File: src/rtl/scope_pkg.sv
// Shared encodings for the scope capture controller: FSM states, front-panel
// modes and the width of the auto-trigger timeout counter.
package scope_pkg;

    typedef enum logic [2:0] {
        ST_IDLE    = 3'd0,
        ST_PREFILL = 3'd1,
        ST_ARMED   = 3'd2,
        ST_POST    = 3'd3,
        ST_SWAP    = 3'd4
    } capture_state_t;

    typedef enum logic [1:0] {
        MODE_STOP   = 2'd0,
        MODE_NORMAL = 2'd1,
        MODE_AUTO   = 2'd2,
        MODE_SINGLE = 2'd3
    } capture_mode_t;

    localparam int AUTO_COUNT_WIDTH = 20;

    // SINGLE only starts a capture on an explicit arm pulse; NORMAL/AUTO free-run.
    function automatic logic starts_capture(input capture_mode_t mode, input logic arm);
        return (mode != MODE_STOP) && ((mode != MODE_SINGLE) || arm);
    endfunction

endpackage

File: src/rtl/sample_counter.sv
// Accepted-sample counter with clear, enable and an exact terminal compare.
// Holds at the terminal value rather than wrapping.
module sample_counter
    import scope_pkg::*;
#(
    parameter int WIDTH = 10
) (
    input  logic             clock,
    input  logic             reset,
    input  logic             clear,
    input  logic             enable,
    input  logic [WIDTH-1:0] terminal,
    output logic             at_terminal
);

    logic [WIDTH-1:0] count;

    assign at_terminal = (count == terminal);

    always_ff @(posedge clock) begin
        if (reset || clear) begin
            count <= '0;
        end else if (enable && !at_terminal) begin
            count <= count + 1'b1;
        end
    end

endmodule

File: src/rtl/capture_controller.sv
// Sequences the circular sample buffer: pre-trigger fill, trigger wait (with
// optional auto timeout), post-trigger fill and a display-safe frame lock.
//
//   state   | meaning
//   IDLE    | collection disabled, waiting for a run mode (or arm in SINGLE)
//   PREFILL | gathering the pre-trigger history, triggers ignored
//   ARMED   | history full, waiting for a qualified or forced trigger
//   POST    | gathering post-trigger samples
//   SWAP    | last sample pending; lock it once the display is not busy
module capture_controller
    import scope_pkg::*;
#(
    parameter int LOG_SAMPLES  = 10,
    parameter int PRE_TRIGGER  = 512,
    parameter int AUTO_TIMEOUT = 4096
) (
    input  logic       clock,
    input  logic       reset,
    input  logic       sample_ready,
    input  logic       trigger_event,
    input  logic [1:0] mode,
    input  logic       arm,
    input  logic       display_busy,
    output logic       buf_disable_collection,
    output logic       buf_is_trigger,
    output logic       buf_lock_trigger,
    output logic [7:0] frame_count,
    output logic       auto_triggered,
    output logic [2:0] state_out
);

    localparam int DEPTH        = 1 << LOG_SAMPLES;
    localparam int POST_SAMPLES = DEPTH - PRE_TRIGGER - 1;
    // The final post-trigger sample is the one locked in SWAP, so POST itself
    // covers one sample fewer; with a single post sample POST is skipped.
    localparam bit SKIP_POST = (POST_SAMPLES == 1);

    localparam logic [LOG_SAMPLES-1:0] PREFILL_LAST = LOG_SAMPLES'(PRE_TRIGGER - 1);
    localparam logic [LOG_SAMPLES-1:0] POST_LAST    =
        SKIP_POST ? '0 : LOG_SAMPLES'(POST_SAMPLES - 2);
    localparam logic [AUTO_COUNT_WIDTH-1:0] AUTO_LIMIT = AUTO_COUNT_WIDTH'(AUTO_TIMEOUT);

    capture_state_t                state;
    capture_state_t                state_next;
    capture_mode_t                 mode_sel;
    logic                          accepted;
    logic                          count_enable;
    logic                          count_clear;
    logic                          at_terminal;
    logic [LOG_SAMPLES-1:0]        terminal;
    logic [AUTO_COUNT_WIDTH-1:0]   auto_count;
    logic                          auto_expired;
    logic                          auto_pending;
    logic                          fire_trigger;
    logic                          fire_auto;
    logic                          fire_lock;

    assign mode_sel               = capture_mode_t'(mode);
    assign buf_disable_collection = (state == ST_IDLE);
    assign accepted               = sample_ready && !buf_disable_collection;
    assign auto_expired           = (mode_sel == MODE_AUTO) && (auto_count == AUTO_LIMIT);

    assign terminal     = (state == ST_POST) ? POST_LAST : PREFILL_LAST;
    assign count_enable = accepted && ((state == ST_PREFILL) || (state == ST_POST));
    assign count_clear  = (state_next != state);

    sample_counter #(
        .WIDTH (LOG_SAMPLES)
    ) u_sample_counter (
        .clock       (clock),
        .reset       (reset),
        .clear       (count_clear),
        .enable      (count_enable),
        .terminal    (terminal),
        .at_terminal (at_terminal)
    );

    always_comb begin
        state_next   = state;
        fire_trigger = 1'b0;
        fire_auto    = 1'b0;
        fire_lock    = 1'b0;

        case (state)
            ST_IDLE: begin
                if (starts_capture(mode_sel, arm)) begin
                    state_next = ST_PREFILL;
                end
            end
            ST_PREFILL: begin
                if (accepted && at_terminal) begin
                    state_next = ST_ARMED;
                end
            end
            ST_ARMED: begin
                if (accepted && (trigger_event || auto_expired)) begin
                    fire_trigger = 1'b1;
                    fire_auto    = !trigger_event;
                    state_next   = SKIP_POST ? ST_SWAP : ST_POST;
                end
            end
            ST_POST: begin
                if (accepted && at_terminal) begin
                    state_next = ST_SWAP;
                end
            end
            ST_SWAP: begin
                if (accepted && !display_busy) begin
                    fire_lock  = 1'b1;
                    state_next = (mode_sel == MODE_SINGLE) ? ST_IDLE : ST_PREFILL;
                end
            end
            default: begin
                state_next = ST_IDLE;
            end
        endcase

        // Reset and STOP abandon the frame: no strobes go to the buffer.
        if (reset || (mode_sel == MODE_STOP)) begin
            state_next   = ST_IDLE;
            fire_trigger = 1'b0;
            fire_auto    = 1'b0;
            fire_lock    = 1'b0;
        end
    end

    assign buf_is_trigger   = fire_trigger;
    assign buf_lock_trigger = fire_lock;
    assign state_out        = state;

    always_ff @(posedge clock) begin
        if (reset) begin
            state          <= ST_IDLE;
            auto_count     <= '0;
            auto_pending   <= 1'b0;
            auto_triggered <= 1'b0;
            frame_count    <= '0;
        end else begin
            state <= state_next;

            // Counts every accepted ARMED sample so a switch into AUTO sees
            // the time already spent waiting; saturates at the limit.
            if (state != ST_ARMED) begin
                auto_count <= '0;
            end else if (accepted && (auto_count != AUTO_LIMIT)) begin
                auto_count <= auto_count + 1'b1;
            end

            if (fire_trigger) begin
                auto_pending <= fire_auto;
            end

            if (fire_lock) begin
                frame_count    <= frame_count + 8'd1;
                auto_triggered <= auto_pending;
            end
        end
    end

endmodule
File: config.mk
export PLATFORM = sky130hd
export DESIGN_NAME = capture_controller
export DESIGN_NICKNAME = d
export VERILOG_FILES = /design/src/rtl/scope_pkg.sv /design/src/rtl/sample_counter.sv /design/src/rtl/capture_controller.sv
export SDC_FILE = /design/constraint.sdc
export NUM_CORES = 1
export LEC_CHECK = 0
export CELL_PAD_IN_SITES_DETAIL_PLACEMENT = 1
export CELL_PAD_IN_SITES_GLOBAL_PLACEMENT = 1
export CORE_MARGIN = 10
export CORE_UTILIZATION = 25
export CTS_CLUSTER_DIAMETER = 100
export CTS_CLUSTER_SIZE = 25
export DETAILED_ROUTE_END_ITERATION = 16
export GPL_TIMING_DRIVEN = 0
export PLACE_DENSITY = 0.6
export SLEW_MARGIN = 40
export SYNTH_ARGS = -nofsm -noshare
export SYNTH_HDL_FRONTEND = slang
export SYNTH_SLANG_ARGS = --single-unit
File: constraint.sdc
create_clock -name clock -period 1.94 [get_ports clock]
set_input_delay 0.388 -clock clock [delete_from_list [all_inputs] [get_ports clock]]
set_output_delay 0.388 -clock clock [all_outputs]
set_load 0.05 [all_outputs]
* After elaboration in Yosys (flattened, before gate mapping)
Index checks and enable logic that the tools add are counted.
Operators by class: add/subtract/negate cells 3, equality and inequality tests 12, mux-type cells 18, reductions and logical operators 22
Operators with widths (number):
- adder 20 x 1 -> 20 bit, second input constant | 1
- equality test 20 x 13 -> 1 bit, second input constant | 1
- != test 20 x 13 -> 1 bit, second input constant | 1
- 2-to-1 mux 3 bit | 6
- one-hot mux 3 bit (5 select lines) | 1
- adder 10 x 1 -> 10 bit, second input constant | 1
- equality test 10 x 9 -> 1 bit | 1
- 2-to-1 mux 1 bit | 10
- logical AND 1 bit | 9
- adder 8 x 1 -> 8 bit, second input constant | 1
- equality test 3 x 2 -> 1 bit, second input constant | 2
- logical OR 1 bit | 5
- equality test 2 bit, second input constant | 2
- zero test 1 bit | 4
- equality test 3 x 1 -> 1 bit, second input constant | 1
- equality test 3 bit, second input constant | 1
- zero test 3 bit | 1
- != test 3 x 2 -> 1 bit, second input constant | 1
- != test 3 bit | 1
- zero test 2 bit | 1
- 2-to-1 mux 2 bit | 1
- != test 2 bit, second input constant | 1
- nonzero test 2 bit | 1
- OR reduction 2 bit | 1
Storage, ports and cells: flip-flop bits (word level) 43, input port bits 8, output and inout port bits 15, word-level logic and storage cells 61

* Logic depth before layout (Yosys ltp)
Gate-level depths: netlist (run 1).
depth after elaboration 9, mapped depth 8, mapped depth without buffers 7

* Modules after synthesis
Synthesis (run 1) repeated with hierarchy kept, for this count alone.
Second synthesis, totals: cells, all modules 285, area, all modules 2308.5 µm²
Modules (own cells, without submodules):
- capture_controller | instances 1, cells an instance 213, area each 1705.4 µm², sequential area each 660.6 µm²
- sample_counter | instances 1, cells an instance 72, area each 603.1 µm², sequential area each 200.2 µm²

* Worst setup path before layout (run 1)
No wires, ideal clock.
path type flip-flop to output port, from register state[1], in the netlist state_out[1], to output port buf_is_trigger, arrival 2.372 ns, data required time 1.552 ns, setup slack -0.820 ns, stages on the path, launching flop included 6, path buffers 1, cells stage by stage dfxtp_1 > buf_6 > and4bb_2 > nand3b_1 > or3_4 > a21oi_1
On the way: cells in the longest elaborated chain, start to end 7, elaborated cells on any way between the ends 8, those cells by class 1 x eq/ne; 3 x mux; 4 x reduce/logical
RTL lines:
- start, declared | RTL line capture_controller.sv:43 | capture_state_t state;
- start signal, assigned | RTL line capture_controller.sv:139 | state <= state_next;
- zero test 3 bit | RTL line capture_controller.sv:59 | assign buf_disable_collection = (state == ST_IDLE);
- zero test 1 bit | RTL line capture_controller.sv:60 | assign accepted = sample_ready && !buf_disable_collection;
- logical AND 1 bit | RTL line capture_controller.sv:60
- logical AND 1 bit | RTL line capture_controller.sv:96 | if (accepted && (trigger_event || auto_expired)) begin
- 2-to-1 mux 1 bit | RTL line capture_controller.sv:96
- 2-to-1 mux 1 bit (*) | RTL line capture_controller.sv:84 | case (state)
- 2-to-1 mux 1 bit (*) | RTL line capture_controller.sv:119 | if (reset || (mode_sel == MODE_STOP)) begin
- end, declared | RTL line capture_controller.sv:25 | output logic buf_is_trigger,
Every way passes the cells marked *; elsewhere a longest branch is shown, timed or not.

* Worst setup path after layout (run 1)
from register auto_count[2], to output port buf_is_trigger
On the way: cells in the longest elaborated chain, start to end 7
RTL lines:
- start, declared | RTL line capture_controller.sv:51 | logic [AUTO_COUNT_WIDTH-1:0] auto_count;
- start signal, assigned | RTL line capture_controller.sv:146 | auto_count <= auto_count + 1'b1;
- equality test 20 x 13 -> 1 bit | RTL line capture_controller.sv:61 | assign auto_expired = (mode_sel == MODE_AUTO) && (auto_count == AUTO_LIMIT);
- logical AND 1 bit | RTL line capture_controller.sv:61
- logical OR 1 bit | RTL line capture_controller.sv:96
- logical AND 1 bit | RTL line capture_controller.sv:96
- 2-to-1 mux 1 bit | RTL line capture_controller.sv:96
- 2-to-1 mux 1 bit | RTL line capture_controller.sv:84
- 2-to-1 mux 1 bit | RTL line capture_controller.sv:119
No other way between the ends.

==> results of run 1 <==
## worst max-delay path: cells and delay by family, from the launching register on
family	cells	cell delay [ns]
DFF	1	0.36
buffers and inverters	1	0.16
and+or+nand+nor	3	0.87
AOI/OAI and AO/OA	1	0.16
## cell usage after synthesis (4+ instances only)
master                     count  area share (%)
sky130_fd_sc_hd__buf_2         4            0.88
sky130_fd_sc_hd__dfxtp_1      43              38
sky130_fd_sc_hd__nor3_1       16             3.5
sky130_fd_sc_hd__o21ai_0      10             2.2
sky130_fd_sc_hd__nand3_1      18             4.0
sky130_fd_sc_hd__nand2_1      18             3.0
sky130_fd_sc_hd__nor2_1       25             4.1
sky130_fd_sc_hd__xor2_1       15             5.8
sky130_fd_sc_hd__nand3b_1      4             1.3
sky130_fd_sc_hd__ha_1          4             2.2
sky130_fd_sc_hd__or3_1         9             2.5
sky130_fd_sc_hd__nand4_1       7             1.9
sky130_fd_sc_hd__xnor2_1      11             4.2
sky130_fd_sc_hd__a21oi_1      14             3.1
sky130_fd_sc_hd__inv_1        10             1.7
sky130_fd_sc_hd__clkbuf_1      6            0.99
sky130_fd_sc_hd__or4_1         4             1.3
## state kept, by name, summed over array words and instances, names as in the netlist
signal                  flops
auto_count                 20
u_sample_counter.count     10
frame_count                 8
state_out                   3
auto_triggered              1
auto_pending                1
## report_power, final
| group | switching, mW | leakage (nW) | internal (mW) | total (mW) |
|---|---|---|---|---|
| clock | 0.321 | 0.0422 | 0.254 | 0.575 |
| sequential | 0.00379 | 0.352 | 0.881 | 0.884 |
| combinational | 0.0843 | 0.682 | 0.0620 | 0.146 |
## worst paths after layout
path                         startpoint                          end  slack (ns)  depth (start not counted)
max          auto_count[2]$_SDFFE_PP0P_               buf_is_trigger       -0.31                          5
min           auto_pending$_SDFFE_PP0P_    auto_pending$_SDFFE_PP0P_        0.48                          1
max reg2reg  auto_count[1]$_SDFFE_PP0P_  auto_count[11]$_SDFFE_PP0P_        0.06                          9
min reg2reg   auto_pending$_SDFFE_PP0P_    auto_pending$_SDFFE_PP0P_        0.48                          1
## kinds of logic (layout without fill, tap and decap cells)
logic type,Yosys count,in the layout,share of synthesized area (%)
buffers and inverters,21,69,4.029
AND/OR/NAND/NOR,126,126,32.51
adder cells (fa/ha/maj),4,4,2.208
AO/OA/AOI/OAI,42,42,12.36
multiplexers,2,2,0.8830
XOR/XNOR,26,26,10.04
flip-flops,43,43,37.97
## repair_timing
| action | 4_1_cts | 5_1_grt |
|---|---|---|
| resized for setup | 39 | 22 |
| endpoints found under the setup margin | 36 | 35 |
| setup buffers | 14 | 6 |
| pin swaps | 8 | 10 |
## through the flow
step,TNS (ns),utilization (%),instance area (sq um),setup WS (ns)
6_report,-0.3090,34.34,3009,-0.3090
5_1_grt,-0.6245,34.34,3009,-0.3955
4_1_cts,-0.3979,32.98,2890,-0.3979
3_5_place_dp,-18.00,30.35,2660,-1.298
3_3_place_gp,-17.21,30.35,2660,-1.310
2_1_floorplan,-0.3157,-,2305,-0.1071
## layer usage
metal	vias to the layer above	wire, um
met5	-	0
met2	26	3003
met4	0	85
met3	6	262
met1	1008	3007
li1	1044	-
## final cells by class
type                       count  area [sq um]
buffer                         9         66.31
clock buffer                   7         76.32
clock inverter                 1         5.005
fill                        1038          5754
inverter                      10         42.54
multi-input combinational    200          1416
sequential                    43         880.8
tap                          108         135.1
timing repair buffer          42         386.6
==> impl_table.tex, run 1 <==
\begin{tabular}{lr}
\hline
Metric & Value \\
\hline
\multicolumn{2}{l}{\textbf{Worst setup path}} \\
\quad Standard cell with the maximum stage delay on the critical path & sky130\_fd\_sc\_hd\_\_or3\_4 \\
\quad Kind of start point of the critical path & register \\
\quad Required time at the endpoint of the critical path & 1.55 ns \\
\quad Arrival time at the worst endpoint & 1.86 ns \\
\quad Peak per-stage delay on the critical path & 0.43 ns \\
\quad Highest net fanout along the worst path & 6 \\
\quad Critical setup path kind & register to output port \\
\quad Kind of capture point of the worst setup path & output port \\
\quad CP cell instances & nor4\_2 > nand3\_2 > or3\_4 > a21oi\_4 > buf\_8 \\
\multicolumn{2}{l}{\textbf{Finish}} \\
\quad Non-filler instance count after layout & 420 \\
\quad Leading cell type in the layout, fill and taps excluded & sky130\_fd\_sc\_hd\_\_dfxtp\_1 \\
\quad Area overhead of the layout relative to synthesis & 32.73\% \\
\quad Number of nets in the layout & 323 \\
\quad Antenna fix cells & 0 \\
\quad Highest-count cells in the layout ignoring fill and taps & sky130\_fd\_sc\_hd\_\_dfxtp\_1 (35), sky130\_fd\_sc\_hd\_\_nor2\_1 (24), sky130\_fd\_sc\_hd\_\_buf\_4 (19) \\
\quad Share of layout cells above drive strength 1 & 22.44\% \\
\multicolumn{2}{l}{\textbf{STA}} \\
\quad Fin crit period & 2.249 ns \\
\quad Worst hold slack after final layout & 0.4766 ns \\
\quad Largest clock skew in the final design & 0.008155 ns \\
\quad Actual slew at the worst max-slew pin & 0.5116 ns \\
\quad Highest achievable clock rate & 444.6 MHz \\
\quad Worst slew slack as a fraction of its limit & 65.84\% \\
\quad Final max-slew violation count & 0 \\
\quad Fin crit share & 115.9\% \\
\quad Finish-stage setup viols & 1 \\
\quad Minimum setup slack in the final design & -0.3090 ns \\
\quad Unrepaired setup endpoints after global routing & true \\
\quad Final Hold Viols & 0 \\
\multicolumn{2}{l}{\textbf{Detailed routing}} \\
\quad Residual antenna-violating net count after detailed routing & 0 \\
\quad Mean number of vias per cell & 4.962 \\
\quad Routed len/inst & 15.14 um \\
\quad Count of vias placed by the detailed router & 2,084 \\
\quad Pre-Repair DR Iteration Count & 4 \\
\quad Drt total wl & 6.357 mm \\
\quad Number of DRC violations after detailed-routing iteration 0 & 77 \\
\quad Post-detailed-route DRC marker count & 0 \\
\multicolumn{2}{l}{\textbf{Global routing}} \\
\quad Via count of the first global-routing pass & 2,169 \\
\quad Maximum number of pins on one net before global-route repair & 13 \\
\quad Gr ovfl total & 0 \\
\quad Peak-usage layer in the global routing report & met2 \\
\quad Antenna violations before repair & 0 \\
\quad Global-route met2 utilization & 14.98\% \\
\quad Grt met3 use & 2.448\% \\
\quad Global-route total usage across every layer & 9.593\% \\
\quad Global-route wire length before repair & 10.60 mm \\
\quad M1 GR Usage & 12.45\% \\
\multicolumn{2}{l}{\textbf{CTS}} \\
\quad Clock buffers created by TritonCTS & 5 \\
\quad Maximum buffer depth of the clock tree & 2 \\
\quad Hold-fix buffer count after cts & 0 \\
\quad Library cell used as clock root buffer & sky130\_fd\_sc\_hd\_\_clkbuf\_8 \\
\quad H-tree levels & 2 \\
\quad Clock transition at the registers of the reported paths & 0.09 ns \\
\quad CTS Sinks & 43 \\
\quad Clock latency at the later pin of the worst-skew pair & 0.30 ns \\
\quad CTS tree & built \\
\multicolumn{2}{l}{\textbf{Placement}} \\
\quad Placed insts & 394 \\
\quad Port buffer count & 22 \\
\quad Detailed-placement wirelength estimate & 4.333 mm \\
\quad Routability congestion estimate from global placement & 0.7146 \\
\multicolumn{2}{l}{\textbf{Die}} \\
\quad \# IOs & 23 \\
\quad Chip height & 115.2 um \\
\quad Die Wd & 115.2 um \\
\quad Count of standard-cell rows & 34 \\
\quad Core box area & 8763 sq um \\
\quad Die outline area & 13,280 sq um \\
\quad Initial standard-cell utilization of the core & 25.87\% \\
\multicolumn{2}{l}{\textbf{Synth}} \\
\quad Netlist Area Pre-Place & 2267 sq um \\
\quad Synthesized instance count & 264 \\
\quad Syn avg cell area & 8.588 sq um \\
\quad Number of enable-type register cells in the synthesized netlist & 0 \\
\quad Post-synthesis register bit count & 43 \\
\quad Unique masters post-synth & 51 \\
\quad Synthesized net count & 276 \\
\quad Async set-reset flop share out of synthesis & 0\% \\
\quad Prevailing post-synth register cell & sky130\_fd\_sc\_hd\_\_dfxtp\_1 \\
\quad Count of warnings emitted by yosys & 0 \\
\quad Sequential element share of the synthesized area & 37.97\% \\
\multicolumn{2}{l}{\textbf{Worst hold path}} \\
\quad Path class of the lowest-slack min-delay path & register to register \\
\multicolumn{2}{l}{\textbf{Power}} \\
\quad Overall power after layout & 1.605 mW \\
\quad Peak VDD IR & 0.2053 mV \\
\quad P per Cell Area & 533.5 nW/um\^{}2 \\
\quad Leakage & 1.076 nW \\
\multicolumn{2}{l}{\textbf{Run status}} \\
\quad Failing checks & negative setup slack \\
\quad Result of the run & complete, but fails checks \\
\multicolumn{2}{l}{\textbf{Flow run}} \\
\quad Max cap viols & 0 \\
\hline
\end{tabular}
(Power assumes the default switching activity.)
==> inputs of run 2 (changes only) <==
- CTS_CLUSTER_DIAMETER: 100 -> 40
- DONT_BUFFER_PORTS: not set -> 1
- PLACE_DENSITY: 0.6 -> 0.56
- clock period: 1.94 -> 2.44 ns (I/O delays scaled with it)
==> impl_table.tex, run 2 (synthesis gave the netlist of run 1 again) <==
\begin{tabular}{lr}
\hline
Metric & Value \\
\hline
\multicolumn{2}{l}{\textbf{Run status}} \\
\quad Result of the run & complete, but fails checks \\
\quad Failing checks & negative setup slack \\
\multicolumn{2}{l}{\textbf{Die}} \\
\quad Chip height & 115.2 um (unchanged) \\
\quad Core box area & 8763 sq um (unchanged) \\
\quad Initial standard-cell utilization of the core & 25.87\% (unchanged) \\
\quad Count of standard-cell rows & 34 (unchanged) \\
\quad Die outline area & 13,280 sq um (unchanged) \\
\quad \# IOs & 23 (unchanged) \\
\quad Die Wd & 115.2 um (unchanged) \\
\multicolumn{2}{l}{\textbf{Worst setup path}} \\
\quad Peak per-stage delay on the critical path & 0.47 ns (+0.04 ns) \\
\quad Kind of capture point of the worst setup path & output port \\
\quad Kind of start point of the critical path & register \\
\quad Reg2Reg Setup Slack & 0.30 ns (+0.24 ns) \\
\quad CP cell instances & buf\_6 > and4bb\_2 > nand3b\_1 > or3\_4 > a21oi\_4 \\
\quad Required time at the endpoint of the critical path & 1.95 ns (+0.40 ns) \\
\quad Critical setup path kind & register to output port \\
\quad Highest net fanout along the worst path & 5 (-1) \\
\quad Arrival time at the worst endpoint & 2.01 ns (+0.15 ns) \\
\quad Standard cell with the maximum stage delay on the critical path & sky130\_fd\_sc\_hd\_\_dfxtp\_4 \\
\multicolumn{2}{l}{\textbf{CTS}} \\
\quad Library cell used as clock root buffer & sky130\_fd\_sc\_hd\_\_clkbuf\_8 \\
\quad CTS tree & built \\
\quad CTS Sinks & 43 (unchanged) \\
\quad Clock buffers created by TritonCTS & 5 (unchanged) \\
\quad Maximum buffer depth of the clock tree & 2 (unchanged) \\
\quad Clock transition at the registers of the reported paths & 0.09 ns (about the same) \\
\quad H-tree levels & 2 (unchanged) \\
\quad Clock latency at the later pin of the worst-skew pair & 0.31 ns (about the same) \\
\multicolumn{2}{l}{\textbf{Finish}} \\
\quad Leading cell type in the layout, fill and taps excluded & sky130\_fd\_sc\_hd\_\_dfxtp\_1 \\
\quad Antenna fix cells & 0 (unchanged) \\
\quad Register with the highest flop count & auto\_count \\
\quad Highest-count cells in the layout ignoring fill and taps & sky130\_fd\_sc\_hd\_\_dfxtp\_1 (38), sky130\_fd\_sc\_hd\_\_nor2\_1 (24), sky130\_fd\_sc\_hd\_\_nand2\_1 (18), sky130\_fd\_sc\_hd\_\_nand3\_1 (18), sky130\_fd\_sc\_hd\_\_nor3\_1 (16) \\
\quad Area overhead of the layout relative to synthesis & 16.94\% \\
\quad Share of layout cells above drive strength 1 & 16.43\% (-6.0 points) \\
\quad Filler instances & 1,023 (-1.4\%) \\
\quad Biggest registers after layout & auto\_count: 20 flops, u\_sample\_counter.count: 10 flops, frame\_count: 8 flops \\
\quad Number of nets in the layout & 291 (-9.9\%) \\
\quad Largest register FFs & 20 (unchanged) \\
\multicolumn{2}{l}{\textbf{Worst hold path}} \\
\quad Path class of the lowest-slack min-delay path & primary input to register \\
\multicolumn{2}{l}{\textbf{STA}} \\
\quad Minimum setup slack in the final design & -0.05893 ns (+0.2501 ns) \\
\quad Final max-slew violation count & 0 (unchanged) \\
\quad Finish-stage setup viols & 1 (unchanged) \\
\quad Worst slew slack as a fraction of its limit & 52.53\% (-13 points) \\
\quad Unrepaired setup endpoints after global routing & true \\
\quad Actual slew at the worst max-slew pin & 0.7097 ns (+0.1982 ns) \\
\quad Setup TNS & -0.05893 ns (+0.2501 ns) \\
\quad Fin crit period & 2.499 ns \\
\quad Fin crit share & 102.4\% \\
\quad Highest achievable clock rate & 400.2 MHz \\
\quad Largest clock skew in the final design & 0.01150 ns (+0.003348 ns) \\
\quad Final Hold Viols & 0 (unchanged) \\
\multicolumn{2}{l}{\textbf{Placement}} \\
\quad Detailed-placement wirelength estimate & 4.262 mm (-1.6\%) \\
\quad Setup slack after placement & -0.1936 ns (+1.104 ns) \\
\quad Port buffer count & 0 (-100\%) \\
\quad Routability congestion estimate from global placement & 0.6980 (-2.3\%) \\
\multicolumn{2}{l}{\textbf{Detailed routing}} \\
\quad Routed len/inst & 14.90 um (-1.6\%) \\
\quad Pre-Repair DR Iteration Count & 4 (unchanged) \\
\quad Count of vias placed by the detailed router & 1,935 (-7.1\%) \\
\quad Post-detailed-route DRC marker count & 0 (unchanged) \\
\quad Number of DRC violations after detailed-routing iteration 0 & 80 (+3.9\%) \\
\quad Mean number of vias per cell & 4.987 (+0.51\%) \\
\quad Drt total wl & 5.780 mm (-9.1\%) \\
\quad Residual antenna-violating net count after detailed routing & 0 (unchanged) \\
\multicolumn{2}{l}{\textbf{Global routing}} \\
\quad Global-route total usage across every layer & 9.395\% (-0.20 points) \\
\quad Maximum number of pins on one net before global-route repair & 15 (+2) \\
\quad Via count of the first global-routing pass & 2,023 (-6.7\%) \\
\quad Global-route wire length before repair & 10.23 mm (-3.5\%) \\
\quad Gr ovfl total & 0 (unchanged) \\
\quad Antenna violations before repair & 0 (unchanged) \\
\multicolumn{2}{l}{\textbf{Power}} \\
\quad Peak VDD IR & 0.1873 mV (-8.8\%) \\
\quad P per Cell Area & 516.3 nW/um\^{}2 (-3.2\%) \\
\quad Leakage & 0.8399 nW (-22\%) \\
\quad Overall power after layout & 1.369 mW (-15\%) \\
\multicolumn{2}{l}{\textbf{Flow run}} \\
\quad Max cap viols & 0 (unchanged) \\
\hline
\end{tabular}
-- run 2: cell types whose count changed in the layout (fill, tap and decap cells not counted), sizes merged --
cell / before / now
buf: 27 / 11
nor3: 18 / 19
clkdlybuf4s50: 9 / 0
clkinv: 1 / 2
bufinv: 0 / 1
dlygate4sd2: 6 / 0
dlymetal6s2s: 4 / 0
-- run 2: layout make-up --
cell class / count / area, sq um / share of cell area [%]
multi-input cells: 201 / 1374 / 51.82
clock buffers: 5 / 68.82 / 2.596
repair buffers: 8 / 60.06 / 2.265
clock inverters: 3 / 43.79 / 1.652
plain buffers: 10 / 57.56 / 2.171
well taps: 108 / 135.1 / 5.097
inverters: 10 / 37.54 / 1.416
flip-flops and latches: 43 / 874.6 / 32.99
-- run 2: through the flow --
step           util [%]  std cells  hold slack (ns)  cell area, sq um
2_1_floorplan         -        264           0.4257              2278
3_3_place_gp      27.54        372           0.4486              2414
3_5_place_dp      27.57        372           0.4527              2416
4_1_cts           29.93        389           0.3488              2623
5_1_grt           30.25        388           0.3637              2651
6_report          30.25        388           0.3638              2651
-- run 2: report_power, final --
part	internal (mW)	switching [mW]
logic	0.0253	0.0495
clock network	0.305	0.277
registers	0.702	0.00989
total	1.03	0.337
-- run 2: critical path: cells and delay by family (launching register included) --
kind,cells,cell delay (ns)
flops,1,0.47
simple gates,3,0.70
buf+inv,1,0.14
compound gates,1,0.39
-- run 2: final timing paths --
check	start	to	cells past startpoint
max	state_out[1]$_SDFF_PP0_	buf_is_trigger	5
min	sample_ready	state_out[0]$_SDFF_PP0_	3
max reg2reg	state_out[2]$_SDFF_PP0_	auto_count[16]$_SDFFE_PP0P_	7
min reg2reg	auto_pending$_SDFFE_PP0P_	auto_triggered$_SDFFE_PP0P_	2
-- run 2: repair_timing --
item / in CTS / in global routing
setup endpoints to repair: 16 / 5
gates cloned: 1 / 0
resized for setup: 10 / 7
hold buffers: 0 / 0
buffers inserted: 8 / 0
pin swaps: 7 / 5
-- run 2: routing by layer --
metal / global-route usage, % / part of all wire [%] / vias to the layer above
met1: 11.99 / 46 / 927
met3: 2.969 / 5.3 / 9
met2: 14.71 / 47 / 21
met5: 0 / 0 / -
li1: - / - / 978
met4: 2.970 / 1.3 / 0
